`src/rtl/date_setter.sv`:
```
// date_setter: push-button date/time editor for six external counters.
// A session walks year, month, day, hour, minute and second in turn:
// each field is read from its counter, edited in a shadow register and
// written back with a one-cycle load strobe.
// Optional feature: define LEAP_YEAR_EN to give February 29 days in years
// whose two low bits are zero; without it February always has 28 days.
module date_setter (
    input  logic       clk,
    input  logic       clear,
    input  logic       btn_set,
    input  logic       btn_mode,
    input  logic       btn_inc,
    input  logic [5:0] databus,
    output logic [5:0] en,
    output logic [5:0] ld,
    output logic [5:0] data,
    output logic [2:0] field,
    output logic       editing
);

    typedef enum logic [1:0] {
        IDLE  = 2'd0,
        FETCH = 2'd1,
        EDIT  = 2'd2,
        WRITE = 2'd3
    } state_t;

    state_t     state;
    state_t     state_nxt;
    logic [2:0] field_nxt;
    logic [5:0] shadow;
    logic [5:0] shadow_nxt;
    logic [3:0] month_q;
    logic [3:0] month_nxt;

    // Button order in the vectors below: bit 0 set, bit 1 mode, bit 2 inc
    logic [2:0] btn_raw;
    logic [2:0] sync1;
    logic [2:0] sync2;
    logic [2:0] prev;
    logic [2:0] pulse;

    logic       set_p;
    logic       mode_p;
    logic       inc_p;

    logic [5:0] fmin;
    logic [5:0] fmax;
    logic [5:0] dmax;
    logic [5:0] feb_days;

    assign btn_raw = {btn_inc, btn_mode, btn_set};

    // Two-flop synchronizer followed by a rising-edge detector per button
    always_ff @(posedge clk) begin
        if (clear) begin
            sync1 <= 3'b000;
            sync2 <= 3'b000;
            prev  <= 3'b000;
        end else begin
            sync1 <= btn_raw;
            sync2 <= sync1;
            prev  <= sync2;
        end
    end

    assign pulse  = sync2 & ~prev;
    assign set_p  = pulse[0];
    assign mode_p = pulse[1];
    assign inc_p  = pulse[2];

`ifdef LEAP_YEAR_EN
    // Only the two low bits of the year matter for the leap rule
    logic [1:0] year_q;
    logic [1:0] year_nxt;

    // Stored year, captured when the year field is written
    always_ff @(posedge clk) begin
        if (clear)
            year_q <= 2'd0;
        else
            year_q <= year_nxt;
    end

    // Year write-back happens only in WRITE for field 0
    always_comb begin
        year_nxt = year_q;
        if (state == WRITE && field == 3'd0)
            year_nxt = shadow[1:0];
    end

    assign feb_days = (year_q == 2'd0) ? 6'd29 : 6'd28;
`else
    assign feb_days = 6'd28;
`endif

    // Legal range of the field currently being edited
    always_comb begin
        dmax = 6'd31;
        case (month_q)
            4'd4, 4'd6, 4'd9, 4'd11: dmax = 6'd30;
            4'd2:                    dmax = feb_days;
            default:                 dmax = 6'd31;
        endcase
        fmin = 6'd0;
        fmax = 6'd59;
        case (field)
            3'd1:    begin fmin = 6'd1; fmax = 6'd12; end
            3'd2:    begin fmin = 6'd1; fmax = dmax;  end
            3'd3:    begin fmin = 6'd0; fmax = 6'd23; end
            default: begin fmin = 6'd0; fmax = 6'd59; end
        endcase
    end

    // State, field index, shadow value and stored month registers
    always_ff @(posedge clk) begin
        if (clear) begin
            state   <= IDLE;
            field   <= 3'd0;
            shadow  <= 6'd0;
            month_q <= 4'd1;
        end else begin
            state   <= state_nxt;
            field   <= field_nxt;
            shadow  <= shadow_nxt;
            month_q <= month_nxt;
        end
    end

    // Next-state logic; set outranks mode, mode outranks inc in EDIT
    always_comb begin
        state_nxt  = state;
        field_nxt  = field;
        shadow_nxt = shadow;
        month_nxt  = month_q;
        case (state)
            IDLE: begin
                if (set_p) begin
                    state_nxt = FETCH;
                    field_nxt = 3'd0;
                end
            end
            FETCH: begin
                if (databus < fmin || databus > fmax)
                    shadow_nxt = fmin;
                else
                    shadow_nxt = databus;
                state_nxt = EDIT;
            end
            EDIT: begin
                if (set_p) begin
                    state_nxt = IDLE;
                    field_nxt = 3'd0;
                end else if (mode_p) begin
                    state_nxt = WRITE;
                end else if (inc_p) begin
                    if (shadow >= fmax)
                        shadow_nxt = fmin;
                    else
                        shadow_nxt = shadow + 6'd1;
                end
            end
            WRITE: begin
                if (field == 3'd1)
                    month_nxt = shadow[3:0];
                if (field == 3'd5) begin
                    state_nxt = IDLE;
                    field_nxt = 3'd0;
                end else begin
                    state_nxt = FETCH;
                    field_nxt = field + 3'd1;
                end
            end
            default: begin
                state_nxt = IDLE;
                field_nxt = 3'd0;
            end
        endcase
    end

    // Counter strobes decoded from the registered state and field index
    always_comb begin
        en      = 6'd0;
        ld      = 6'd0;
        data    = 6'd0;
        editing = (state != IDLE);
        if (state == FETCH)
            en = 6'b000001 << field;
        if (state == WRITE) begin
            ld   = 6'b000001 << field;
            data = shadow;
        end
    end

endmodule

```
`config.mk`:
```
export PLATFORM = sky130hd
export DESIGN_NAME = date_setter
export DESIGN_NICKNAME = d
export VERILOG_FILES = /design/src/rtl/date_setter.sv
export SDC_FILE = /design/constraint.sdc
export NUM_CORES = 1
export LEC_CHECK = 0
export CAP_MARGIN = 5
export CORE_ASPECT_RATIO = 0.6
export CORE_MARGIN = 1.5
export CORE_UTILIZATION = 35
export DETAILED_ROUTE_END_ITERATION = 8
export PLACE_DENSITY_LB_ADDON = 0.25
export SKIP_CTS_REPAIR_TIMING = 1
export SYNTH_ARGS = -nofsm -noshare
export SYNTH_HDL_FRONTEND = slang
export SYNTH_SLANG_ARGS = --single-unit
```
`constraint.sdc`:
```
create_clock -name clk -period 3.45 [get_ports clk]
set_clock_uncertainty 0.1 [all_clocks]
set_input_delay 0.345 -clock clk [delete_from_list [all_inputs] [get_ports clk]]
set_output_delay 0.345 -clock clk [all_outputs]
set_load 0.01 [all_outputs]
```
==> results of run 1 <==
-- sequential cells by signal (all words and copies together), names as in the netlist --
register / flops
sync2: 3
field: 3
sync1: 3
prev: 3
month_q: 4
state: 2
shadow: 6
-- layout by cell type, fill, tap and decap left out, types with 5 or more instances in the layout --
cell type                         netlist  routed
sky130_fd_sc_hd__clkdlybuf4s50_1        0      32
sky130_fd_sc_hd__nor2_1                27      27
sky130_fd_sc_hd__dfxtp_1               24      24
sky130_fd_sc_hd__nor2b_1               15      15
sky130_fd_sc_hd__ha_1                  14      14
sky130_fd_sc_hd__a21oi_1               11      11
sky130_fd_sc_hd__nor3_1                10      10
sky130_fd_sc_hd__inv_1                  8       8
sky130_fd_sc_hd__nand3_1                7       7
sky130_fd_sc_hd__nand2b_1               7       7
sky130_fd_sc_hd__nand2_1                7       7
sky130_fd_sc_hd__and3_1                 6       6
sky130_fd_sc_hd__o21ai_0                5       5
-- kinds of logic after synthesis --
group,after synthesis
fa+ha+maj,14
xor+xnor,2
simple gates,95
mux,3
buf+inv,18
compound gates,39
flops,24
-- power by group --
part           switching, mW  total, mW  internal (mW)  leakage [nW]
combinational         0.0445     0.0852         0.0407         0.588
sequential            0.0163      0.303          0.287         0.196
clock                 0.0977      0.200          0.102        0.0288
-- routing by layer --
layer,vias up,global-route usage
met5,-,0
met4,0,0.04082
met3,5,0.04132
met2,42,0.2251
met1,690,0.2846
li1,761,-
-- worst max-delay path by stage --
stage | end | from | slack, ns
after floorplan | shadow[1] | field[2] | 0.58
after global placement | shadow[5] | field[1] | 0.56
after detailed placement | shadow[4] | field[1] | 0.46
after CTS | shadow[4] | field[1] | 0.45
after global routing | shadow[4] | field[1] | 0.08
final | shadow[4] | field[1] | 0.39
-- area by class of cell --
| class | count | area [sq um] | area share |
|---|---|---|---|
| Sequential cell | 24 | 480.5 | 0.2369 |
| Multi-Input combinational cell | 153 | 1037 | 0.5114 |
| Tap cell | 60 | 75.07 | 0.03701 |
| Inverter | 8 | 30.03 | 0.01481 |
| Clock buffer | 4 | 55.05 | 0.02714 |
| Timing Repair Buffer | 36 | 350.3 | 0.1727 |
-- through the flow --
stage	std cells	hold slack (ns)	power [mW]	utilization	cell area (sq um)
detailed placement	281	0.3297	0.3933	0.4636	1973
global placement	281	0.3169	0.3928	0.4636	1973
floorplan	195	0.3138	0.3593	-	1602
global route	285	0.3653	0.6148	0.4765	2028
CTS	285	0.3506	0.5901	0.4765	2028
finish	285	0.3479	0.5887	0.4765	2028
==> impl_results.html, run 1 <==
<table>
<tr><th>Metric</th><th>Value</th></tr>
<tr><th colspan="2">Drt</th></tr>
<tr><td>Detailed router's first-iteration violation count</td><td>65</td></tr>
<tr><td>Wire length on met2</td><td>1541 microns</td></tr>
<tr><td>Mean routed wirelength per cell</td><td>14.87 microns</td></tr>
<tr><td>Met3 wire len</td><td>219 microns</td></tr>
<tr><td>Post-detailed-route count of antenna-violating nets</td><td>0</td></tr>
<tr><td>Drc violations</td><td>0</td></tr>
<tr><td>Uppermost routed layer</td><td>met4</td></tr>
<tr><td>Wl on met1</td><td>2439 microns</td></tr>
<tr><td>Total detailed-routing wirelength</td><td>4238 microns</td></tr>
<tr><td>Number of optimization iterations in the first detailed-route pass</td><td>5</td></tr>
<tr><td>Via count</td><td>1498</td></tr>
<tr><td>Vias per Instance</td><td>5.256</td></tr>
<tr><th colspan="2">Layout</th></tr>
<tr><td>Fraction of layout cells with a size suffix above 1</td><td>0.07556</td></tr>
<tr><td>Antenna cells</td><td>0</td></tr>
<tr><td>Final #Nets</td><td>251</td></tr>
<tr><td>Layout overhead on the synthesized area</td><td>26.64%</td></tr>
<tr><td>FILL cells</td><td>410</td></tr>
<tr><th colspan="2">Timing</th></tr>
<tr><td>Pin slew with the least headroom to its limit</td><td>0.7838 ns</td></tr>
<tr><td>Number of failing hold endpoints at the final stage</td><td>0</td></tr>
<tr><td>Total Neg Setup Slack</td><td>0 ns</td></tr>
<tr><td>Count of final setup violators</td><td>0</td></tr>
<tr><td>F_max</td><td>0.3264 GHz</td></tr>
<tr><td>Worst slew margin relative to its limit</td><td>0.4758</td></tr>
<tr><td>Fin crit period</td><td>3.064 ns</td></tr>
<tr><td>Share of the clock period used by the worst path after layout</td><td>0.8880</td></tr>
<tr><td>Setup slack after layout</td><td>0.3864 ns</td></tr>
<tr><td>RSZ-0062 raised after global routing</td><td>no</td></tr>
<tr><td>Max Slew Vio Count</td><td>0</td></tr>
<tr><th colspan="2">Clocking</th></tr>
<tr><td>Total CTS buffers</td><td>3</td></tr>
<tr><td>Clock-pin slew reported for the worst setup and hold paths after clock tree synthesis</td><td>0.09 ns</td></tr>
<tr><td>Clock tree from TritonCTS</td><td>yes</td></tr>
<tr><td>Maximum buffer depth of the clock tree</td><td>2</td></tr>
<tr><td>Clock root buffer master</td><td>sky130_fd_sc_hd__clkbuf_8</td></tr>
<tr><td>Count of H-tree levels built during CTS</td><td>1</td></tr>
<tr><td>Clock latency on the worst-skew pair</td><td>0.28 ns</td></tr>
<tr><td>Number of clock sinks</td><td>24</td></tr>
<tr><th colspan="2">Global routing</th></tr>
<tr><td>Largest net degree at the start of global routing</td><td>21</td></tr>
<tr><td>Via count of the first global-routing pass</td><td>1320</td></tr>
<tr><td>Global-route wire length before repair</td><td>6913 microns</td></tr>
<tr><td>Overflow left after global routing</td><td>0</td></tr>
<tr><td>Number of antenna violations at the first check in global routing</td><td>0</td></tr>
<tr><td>Overall global routing resource usage</td><td>0.1766</td></tr>
<tr><th colspan="2">Die</th></tr>
<tr><td>Number of primary I/O pins</td><td>33</td></tr>
<tr><td>Die area</td><td>5004 sq um</td></tr>
<tr><td>Die width</td><td>90.33 microns</td></tr>
<tr><td>Initial cell density of the core</td><td>0.3762</td></tr>
<tr><td>Die Y-Extent</td><td>55.40 microns</td></tr>
<tr><td>Area of the core region</td><td>4257 sq um</td></tr>
<tr><td>Site row count</td><td>18</td></tr>
<tr><th colspan="2">Synth</th></tr>
<tr><td>Combined area of all synthesized cells</td><td>1602 sq um</td></tr>
<tr><td>Number of storage elements in the synthesis netlist</td><td>24</td></tr>
<tr><td>Post-synth top flop</td><td>sky130_fd_sc_hd__dfxtp_1</td></tr>
<tr><td>Syn. warnings</td><td>0</td></tr>
<tr><td>Post-Synthesis Net Count</td><td>220</td></tr>
<tr><td>Number of enable-type register cells in the synthesized netlist</td><td>0</td></tr>
<tr><td>Share of the synthesized netlist area taken by xor and xnor gates</td><td>0.01094</td></tr>
<tr><td>Area share of the largest cell type after synthesis</td><td>0.3000</td></tr>
<tr><td>Post-Synth Adder-Cell Area</td><td>0.1094</td></tr>
<tr><td>Cell count after synthesis</td><td>195</td></tr>
<tr><td>Most used standard cell by instance count after synthesis</td><td>sky130_fd_sc_hd__nor2_1</td></tr>
<tr><td>Post-synthesis simple-gate area fraction</td><td>0.3250</td></tr>
<tr><td>Cell taking the most area after synthesis</td><td>sky130_fd_sc_hd__dfxtp_1</td></tr>
<tr><td>Dominant combinational cell family by area after synthesis</td><td>simple AND/OR/NAND/NOR gates</td></tr>
<tr><td>Unique cell type count in the Yosys netlist</td><td>44</td></tr>
<tr><td>Mux cell area share after synthesis</td><td>0.01875</td></tr>
<tr><td>Compound-Gate Fraction of Synth Area</td><td>0.1836</td></tr>
<tr><td>Most instantiated cells after synthesis</td><td>sky130_fd_sc_hd__nor2_1, sky130_fd_sc_hd__dfxtp_1, sky130_fd_sc_hd__nor2b_1</td></tr>
<tr><td>Register area share after synthesis</td><td>0.3000</td></tr>
<tr><td>Ranking of synthesized cells by area</td><td>sky130_fd_sc_hd__dfxtp_1, sky130_fd_sc_hd__ha_1, sky130_fd_sc_hd__nor2_1</td></tr>
<tr><td>Syn avg cell area</td><td>8.213 sq um</td></tr>
<tr><td>Share of flip-flops with an asynchronous set or reset</td><td>0</td></tr>
<tr><th colspan="2">Flow run</th></tr>
<tr><td>Reported max-cap violation count</td><td>0</td></tr>
<tr><th colspan="2">Worst setup path</th></tr>
<tr><td>Slowest stage delay, CP</td><td>0.63 ns</td></tr>
<tr><td>Buffers &amp; Inverters on Critical Path</td><td>1</td></tr>
<tr><td>Library cell contributing the largest single delay on the critical path</td><td>sky130_fd_sc_hd__o32ai_1</td></tr>
<tr><td>Critical R2R Launch</td><td>field[1]</td></tr>
<tr><td>Critical path required time</td><td>3.54 ns</td></tr>
<tr><td>Crit path depth</td><td>10</td></tr>
<tr><td>Data arrival time of the critical path</td><td>3.16 ns</td></tr>
<tr><td>Startpoint types</td><td>flip-flop</td></tr>
<tr><td>Worst r2r dst</td><td>shadow[4]</td></tr>
<tr><td>Crit. End Element</td><td>flip-flop</td></tr>
<tr><td>Class of the most critical setup path</td><td>reg -&gt; reg</td></tr>
<tr><td>Critical path's top delay family</td><td>compound AO/OA/AOI/OAI gates</td></tr>
<tr><td>Reg2reg path depth</td><td>10</td></tr>
<tr><td>Highest fanout seen on the critical path</td><td>11</td></tr>
<tr><td>Sequence of cells on the critical path</td><td>nand2b_1 &gt; a21oi_1 &gt; or2_2 &gt; inv_1 &gt; ha_1 &gt; and4_1 &gt; o21a_1 &gt; o32ai_1 &gt; a221oi_1 &gt; nor3_1</td></tr>
<tr><td>FF-to-FF setup slack</td><td>0.39 ns</td></tr>
<tr><th colspan="2">Run status</th></tr>
<tr><td>Outcome</td><td>complete, no violations</td></tr>
<tr><th colspan="2">Placed design</th></tr>
<tr><td>Post-placement worst setup slack</td><td>0.4640 ns</td></tr>
<tr><td>RePlAce Congestion</td><td>0.9000</td></tr>
<tr><td>Detailed placement HPWL</td><td>3256 microns</td></tr>
<tr><td>Number of buffers inserted by port buffering</td><td>32</td></tr>
<tr><th colspan="2">Worst hold path</th></tr>
<tr><td>Launch instance of the worst min-delay path</td><td>sync1[1]</td></tr>
<tr><td>Number of instances on the worst hold path</td><td>1</td></tr>
<tr><td>Hold Path Class</td><td>reg -&gt; reg</td></tr>
<tr><td>Destination of the worst hold path</td><td>sync2[1]</td></tr>
<tr><th colspan="2">Power and ir drop</th></tr>
<tr><td>Pwr Density</td><td>290.3 nW/um^2</td></tr>
<tr><td>Leakage</td><td>0.8120 nW</td></tr>
<tr><td>Worst vdd ir</td><td>131.5 uV</td></tr>
</table>
(Power assumes the default switching activity.)
==> run 2: changes to the inputs <==
- PLACE_DENSITY_LB_ADDON: 0.25 -> 0.05
==> run 2 against run 1 <==
  * Sequential power about the same
  * Global-route usage decreased by 0.85 points
  * Sequential share of layout area increased by 0.18 points
  * Power decreased by 1.7%
  * Die area unchanged
  * Clock-buffer cell count unchanged
  * Clock power decreased by 5%
  * Design area decreased by 0.74%
==> impl_results.html, run 2 (synthesis results as in run 1) <==
<table>
<tr><th>Metric</th><th>Value</th></tr>
<tr><th colspan="2">Run status</th></tr>
<tr><td>Outcome</td><td>complete, no violations (unchanged)</td></tr>
<tr><th colspan="2">Placed design</th></tr>
<tr><td>Detailed placement HPWL</td><td>3170 microns (was 3256 microns)</td></tr>
<tr><td>Number of buffers inserted by port buffering</td><td>32 (unchanged)</td></tr>
<tr><td>RePlAce Congestion</td><td>0.8560 (was 0.9000)</td></tr>
<tr><th colspan="2">Clocking</th></tr>
<tr><td>Total CTS buffers</td><td>3 (unchanged)</td></tr>
<tr><td>Number of clock sinks</td><td>24 (unchanged)</td></tr>
<tr><td>Clock tree from TritonCTS</td><td>yes (unchanged)</td></tr>
<tr><td>Clock latency on the worst-skew pair</td><td>0.26 ns (was 0.28 ns)</td></tr>
<tr><td>Clock-pin slew reported for the worst setup and hold paths after clock tree synthesis</td><td>0.08 ns (was 0.09 ns)</td></tr>
<tr><td>Count of H-tree levels built during CTS</td><td>1 (unchanged)</td></tr>
<tr><td>Maximum buffer depth of the clock tree</td><td>2 (unchanged)</td></tr>
<tr><td>Clock root buffer master</td><td>sky130_fd_sc_hd__clkbuf_8 (unchanged)</td></tr>
<tr><th colspan="2">Drt</th></tr>
<tr><td>Via count</td><td>1506 (was 1498)</td></tr>
<tr><td>Total detailed-routing wirelength</td><td>4088 microns (was 4238 microns)</td></tr>
<tr><td>Post-detailed-route count of antenna-violating nets</td><td>0 (unchanged)</td></tr>
<tr><td>Detailed router's first-iteration violation count</td><td>86 (was 65)</td></tr>
<tr><td>Number of optimization iterations in the first detailed-route pass</td><td>4 (was 5)</td></tr>
<tr><td>Mean routed wirelength per cell</td><td>14.50 microns (was 14.87 microns)</td></tr>
<tr><td>Vias per Instance</td><td>5.340 (was 5.256)</td></tr>
<tr><td>Drc violations</td><td>0 (unchanged)</td></tr>
<tr><th colspan="2">Worst setup path</th></tr>
<tr><td>Critical path required time</td><td>3.46 ns (was 3.54 ns)</td></tr>
<tr><td>Data arrival time of the critical path</td><td>3.00 ns (was 3.16 ns)</td></tr>
<tr><td>Highest fanout seen on the critical path</td><td>14 (was 11)</td></tr>
<tr><td>Startpoint types</td><td>flip-flop (unchanged)</td></tr>
<tr><td>Class of the most critical setup path</td><td>reg -&gt; reg (unchanged)</td></tr>
<tr><td>Crit. End Element</td><td>flip-flop (unchanged)</td></tr>
<tr><th colspan="2">Timing</th></tr>
<tr><td>Share of the clock period used by the worst path after layout</td><td>0.8662 (was 0.8880)</td></tr>
<tr><td>Worst Hold Slack</td><td>0.3519 ns (was 0.3479 ns)</td></tr>
<tr><td>Max Slew Vio Count</td><td>0 (unchanged)</td></tr>
<tr><td>Fin crit period</td><td>2.988 ns (was 3.064 ns)</td></tr>
<tr><td>Pin slew with the least headroom to its limit</td><td>0.9698 ns (was 0.7838 ns)</td></tr>
<tr><td>Count of final setup violators</td><td>0 (unchanged)</td></tr>
<tr><td>Total Neg Setup Slack</td><td>0 ns (unchanged)</td></tr>
<tr><td>Number of failing hold endpoints at the final stage</td><td>0 (unchanged)</td></tr>
<tr><td>Worst slew margin relative to its limit</td><td>0.3515 (was 0.4758)</td></tr>
<tr><td>F_max</td><td>0.3346 GHz (was 0.3264 GHz)</td></tr>
<tr><td>RSZ-0062 raised after global routing</td><td>no (unchanged)</td></tr>
<tr><th colspan="2">Layout</th></tr>
<tr><td>Layout overhead on the synthesized area</td><td>25.70% (was 26.64%)</td></tr>
<tr><td>Top flop regs</td><td>shadow: 6 flops, month_q: 4 flops (unchanged)</td></tr>
<tr><td>Antenna cells</td><td>0 (unchanged)</td></tr>
<tr><td>Fraction of layout cells with a size suffix above 1</td><td>0.06757 (was 0.07556)</td></tr>
<tr><td>Register with the highest flop count</td><td>shadow (unchanged)</td></tr>
<tr><td>Commonest non-fill, non-tap cells in the layout</td><td>sky130_fd_sc_hd__clkdlybuf4s50_1, sky130_fd_sc_hd__nor2_1, sky130_fd_sc_hd__dfxtp_1 (unchanged)</td></tr>
<tr><td>Final #Nets</td><td>248 (was 251)</td></tr>
<tr><td>Most common cell after layout, fill and taps aside</td><td>sky130_fd_sc_hd__clkdlybuf4s50_1 (unchanged)</td></tr>
<tr><td>FILL cells</td><td>418 (was 410)</td></tr>
<tr><td>Number of flip-flops under the largest register name</td><td>6 (unchanged)</td></tr>
<tr><th colspan="2">Global routing</th></tr>
<tr><td>Number of antenna violations at the first check in global routing</td><td>0 (unchanged)</td></tr>
<tr><td>Overall global routing resource usage</td><td>0.1681 (was 0.1766)</td></tr>
<tr><td>Largest net degree at the start of global routing</td><td>28 (was 21)</td></tr>
<tr><td>Global-route wire length before repair</td><td>6768 microns (was 6913 microns)</td></tr>
<tr><td>Via count of the first global-routing pass</td><td>1337 (was 1320)</td></tr>
<tr><td>Overflow left after global routing</td><td>0 (unchanged)</td></tr>
<tr><th colspan="2">Power and ir drop</th></tr>
<tr><td>Worst vdd ir</td><td>221.4 uV (was 131.5 uV)</td></tr>
<tr><td>Pwr Density</td><td>287.4 nW/um^2 (was 290.3 nW/um^2)</td></tr>
<tr><td>Leakage</td><td>0.7979 nW (was 0.8120 nW)</td></tr>
<tr><td>Design Power</td><td>0.5785 mW (was 0.5887 mW)</td></tr>
<tr><th colspan="2">Die</th></tr>
<tr><td>Die Y-Extent</td><td>55.40 microns (unchanged)</td></tr>
<tr><td>Die area</td><td>5004 sq um (unchanged)</td></tr>
<tr><td>Die width</td><td>90.33 microns (unchanged)</td></tr>
<tr><td>Number of primary I/O pins</td><td>33 (unchanged)</td></tr>
<tr><td>Site row count</td><td>18 (unchanged)</td></tr>
<tr><td>Area of the core region</td><td>4257 sq um (unchanged)</td></tr>
<tr><td>Initial cell density of the core</td><td>0.3762 (unchanged)</td></tr>
<tr><th colspan="2">Flow run</th></tr>
<tr><td>Reported max-cap violation count</td><td>0 (unchanged)</td></tr>
<tr><th colspan="2">Worst hold path</th></tr>
<tr><td>Hold Path Class</td><td>reg -&gt; reg (unchanged)</td></tr>
</table>
run 2: changes by cell type in the layout (fill, tap and decap cells not counted), sizes merged:
cell / before / now
buf: 4 / 1
run 2: worst paths after layout:
| kind | slack [ns] | start | cells after the start | endpoint |
|---|---|---|---|---|
| worst max-delay path | 0.46 | field[0] | 10 | shadow[5] |
| worst min-delay path | 0.35 | sync1[1] | 1 | sync2[1] |
| worst max register to register | 0.46 | field[0] | 10 | shadow[5] |
| worst min register to register | 0.35 | sync1[1] | 1 | sync2[1] |
run 2: area by class of cell:
type                    instances  area (sq um)  area share
inverters                       8         30.03     0.01492
repair buffers                 33         327.8      0.1628
well taps                      60         75.07     0.03729
clock buffers                   4         55.05     0.02735
multi-input cells             153          1045      0.5190
flip-flops and latches         24         480.5      0.2387
run 2: worst max-delay path, stage by stage, from the launching register on:
cell	delay, ns
sky130_fd_sc_hd__dfxtp_1	0.57
sky130_fd_sc_hd__nand2b_1	0.26
sky130_fd_sc_hd__a21oi_1	0.15
sky130_fd_sc_hd__or2_2	0.33
sky130_fd_sc_hd__ha_1	0.32
sky130_fd_sc_hd__inv_1	0.04
sky130_fd_sc_hd__o21ai_0	0.45
sky130_fd_sc_hd__a211oi_1	0.11
sky130_fd_sc_hd__buf_4	0.18
sky130_fd_sc_hd__a221oi_1	0.24
sky130_fd_sc_hd__nor3_1	0.08
run 2: where the power goes:
part | total [mW] | internal [mW] | switching, mW | leakage, nW
clock | 0.191 | 0.102 | 0.0892 | 0.0288
combinational | 0.0844 | 0.0406 | 0.0438 | 0.574
sequential | 0.303 | 0.287 | 0.0158 | 0.196
run 2: per-layer routing:
layer / track usage / routed length, microns / vias to the layer above
met4: 0.02041 / 21 / 0
met3: 0.05234 / 321 / 4
met1: 0.2487 / 2095 / 702
li1: - / - / 754
met5: 0 / 0 / -
met2: 0.2424 / 1650 / 46
run 2: stage by stage:
step	area, sq um	setup slack [ns]	util	instances
after global routing	2013	0.2254	0.4730	282
after detailed placement	1951	0.3269	0.4583	278
after CTS	2006	0.3076	0.4712	282
final	2013	0.4615	0.4730	282
after floorplan	1602	0.5840	-	195
after global placement	1951	0.4348	0.4583	278
==> edit: new RTL, flow settings as in run 1 <==
Add a define of `LEAP_YEAR_EN`.
--- a/src/rtl/date_setter.sv
+++ b/src/rtl/date_setter.sv
@@ -6,2 +6,4 @@
 // whose two low bits are zero; without it February always has 28 days.
+`define LEAP_YEAR_EN
+
 module date_setter (
Function: same outputs for any inputs over 10 cycles, from zero or initial values; that may be too few to reach the edited logic, so the function may still have changed.
==> edit against run 1 <==
Sequential power increased by 7.9%. Sequential share of layout area increased by 0.62 points. Core utilization decreased by 1.2 points. Power increased by 16%. Global-route usage decreased by 1.7 points. Worst setup slack improved by 46 ps. Final cell count increased by 2.1%. Wire length decreased by 4.6%. Synthesized area increased by 5.9%. Cell area increased by 5.6%. Combinational power increased by 14%. Sequential cell count increased by 2. Largest cell class unchanged.
==> edit: results (changes against run 1) <==
{| class="wikitable"
! Metric !! Value
|-
| Placement Setup Slack || 453.4 ps (-10.54 ps)
|-
| Total net switching power || 0.1671 mW (+5.4%)
|-
| Area occupied by registers || 520.5 µm² (+8.3%)
|-
| Post-Route WL || 4.045 mm (-4.6%)
|-
| Global-route total usage across every layer || 15.93% (-1.7 points)
|-
| Tightest hold margin || 341.2 ps (-6.771 ps)
|-
| First DRT Iteration DRCs || 85 (+31%)
|-
| Worst Tran Pin Value || 963.2 ps (+179.4 ps)
|-
| Fmax || 331.4 MHz (+1.5%)
|-
| Global-route wire length before repair || 6.603 mm (-4.5%)
|-
| Result of the run || finished clean
|-
| WL/cell || 13.90 µm (-6.5%)
|-
| GR met3 Demand/Resource || 3.467% (-0.67 points)
|-
| Leakage power total || 0.7966 nW (-1.9%)
|-
| Routed via count || 1468 (-2.0%)
|-
| RePlAce Congestion || 0.8636 (-4.0%)
|-
| Setup slack on the worst flop-to-flop path || 430 ps (+50 ps)
|-
| Half-perimeter wire length after placement || 3.145 mm (-3.4%)
|-
| Drt first pass iters || 4 (-1)
|-
| Register area share after synthesis || 30.68% (+0.68 points)
|-
| Vias in the first global route || 1323 (+0.23%)
|-
| Sum of met3 wire segment lengths after detailed routing || 244 µm (+11%)
|-
| Worst-case reg-to-reg path depth || 9 (-1)
|-
| Unique cell type count in the Yosys netlist || 43 (-2.3%)
|-
| Routed wire length on met2 || 1.520 mm (-1.4%)
|-
| Routed length on met1 || 2.267 mm (-7.1%)
|-
| Clock network latency to the later pin of the worst-skew pair || 280 ps (about the same)
|-
| Layout cell share with drive strength beyond 1 || 10.53% (+3.0 points)
|-
| Worst vdd ir || 0.1748 mV (+33%)
|-
| Gate count after technology mapping || 198 (+1.5%)
|-
| Placed cell count || 287 (+2.1%)
|-
| Synthesized netlist net count || 223 (+1.4%)
|-
| Pin count of the biggest net entering global routing || 28 (+33%)
|-
| Met2 global-route usage || 21.17% (-1.3 points)
|-
| Leading cell types by count after synthesis || sky130_fd_sc_hd__nor2_1 (30), sky130_fd_sc_hd__dfxtp_1 (26), sky130_fd_sc_hd__ha_1 (14), sky130_fd_sc_hd__nor2b_1 (13)
|-
| Count of nets after finishing || 254 (+1.2%)
|-
| Post-detailed-placement cell area || 0.002069 mm² (+4.9%)
|-
| Highest Signal Layer || met4
|-
| Cell types with the largest area share after synthesis || sky130_fd_sc_hd__dfxtp_1 (31%), sky130_fd_sc_hd__ha_1 (10%), sky130_fd_sc_hd__nor2_1 (6.6%)
|-
| Met1 usage || 26.17% (-2.3 points)
|-
| Top FF cell, synth || sky130_fd_sc_hd__dfxtp_1
|}
-- edit: kinds of logic after synthesis --
group                    synth area share [%]
adder cells (fa/ha/maj)                 10.32
flip-flops                              30.68
multiplexers                            4.425
AND/OR/NAND/NOR                         28.98
AO/OA/AOI/OAI                           17.55
buffers and inverters                   5.973
XOR/XNOR                                2.065
-- edit: worst max-delay path: stages, from the launching register on --
cell	delay, ps
sky130_fd_sc_hd__dfxtp_1	610
sky130_fd_sc_hd__nand2b_4	240
sky130_fd_sc_hd__a21oi_4	80
sky130_fd_sc_hd__or2_2	310
sky130_fd_sc_hd__ha_1	320
sky130_fd_sc_hd__nand4_1	130
sky130_fd_sc_hd__a21oi_1	60
sky130_fd_sc_hd__o32ai_2	500
sky130_fd_sc_hd__mux2_4	350
sky130_fd_sc_hd__o32ai_2	230
-- edit: final cells by class --
| cell class | instances | share of cell area [%] |
|---|---|---|
| clock inverters | 1 | 1.403 |
| well taps | 63 | 3.682 |
| multi-input cells | 151 | 50.20 |
| clock buffers | 3 | 1.929 |
| repair buffers | 37 | 16.72 |
| inverters | 10 | 1.753 |
| flip-flops and latches | 26 | 24.31 |
-- edit: worst paths after layout --
kind / from / end
min reg2reg: sync1[2] / sync2[2]
max reg2reg: field[0] / shadow[0]
min: sync1[2] / sync2[2]
max: field[0] / shadow[0]
-- edit: power by group through the flow --
stage	Sequential (mW)	Combinational [mW]	Clock [mW]
after floorplan	0.326	0.0668	0
after global placement	0.333	0.0968	0
after detailed placement	0.334	0.0974	0
after CTS	0.326	0.0983	0.261
after global routing	0.329	0.110	0.278
final	0.327	0.0975	0.257
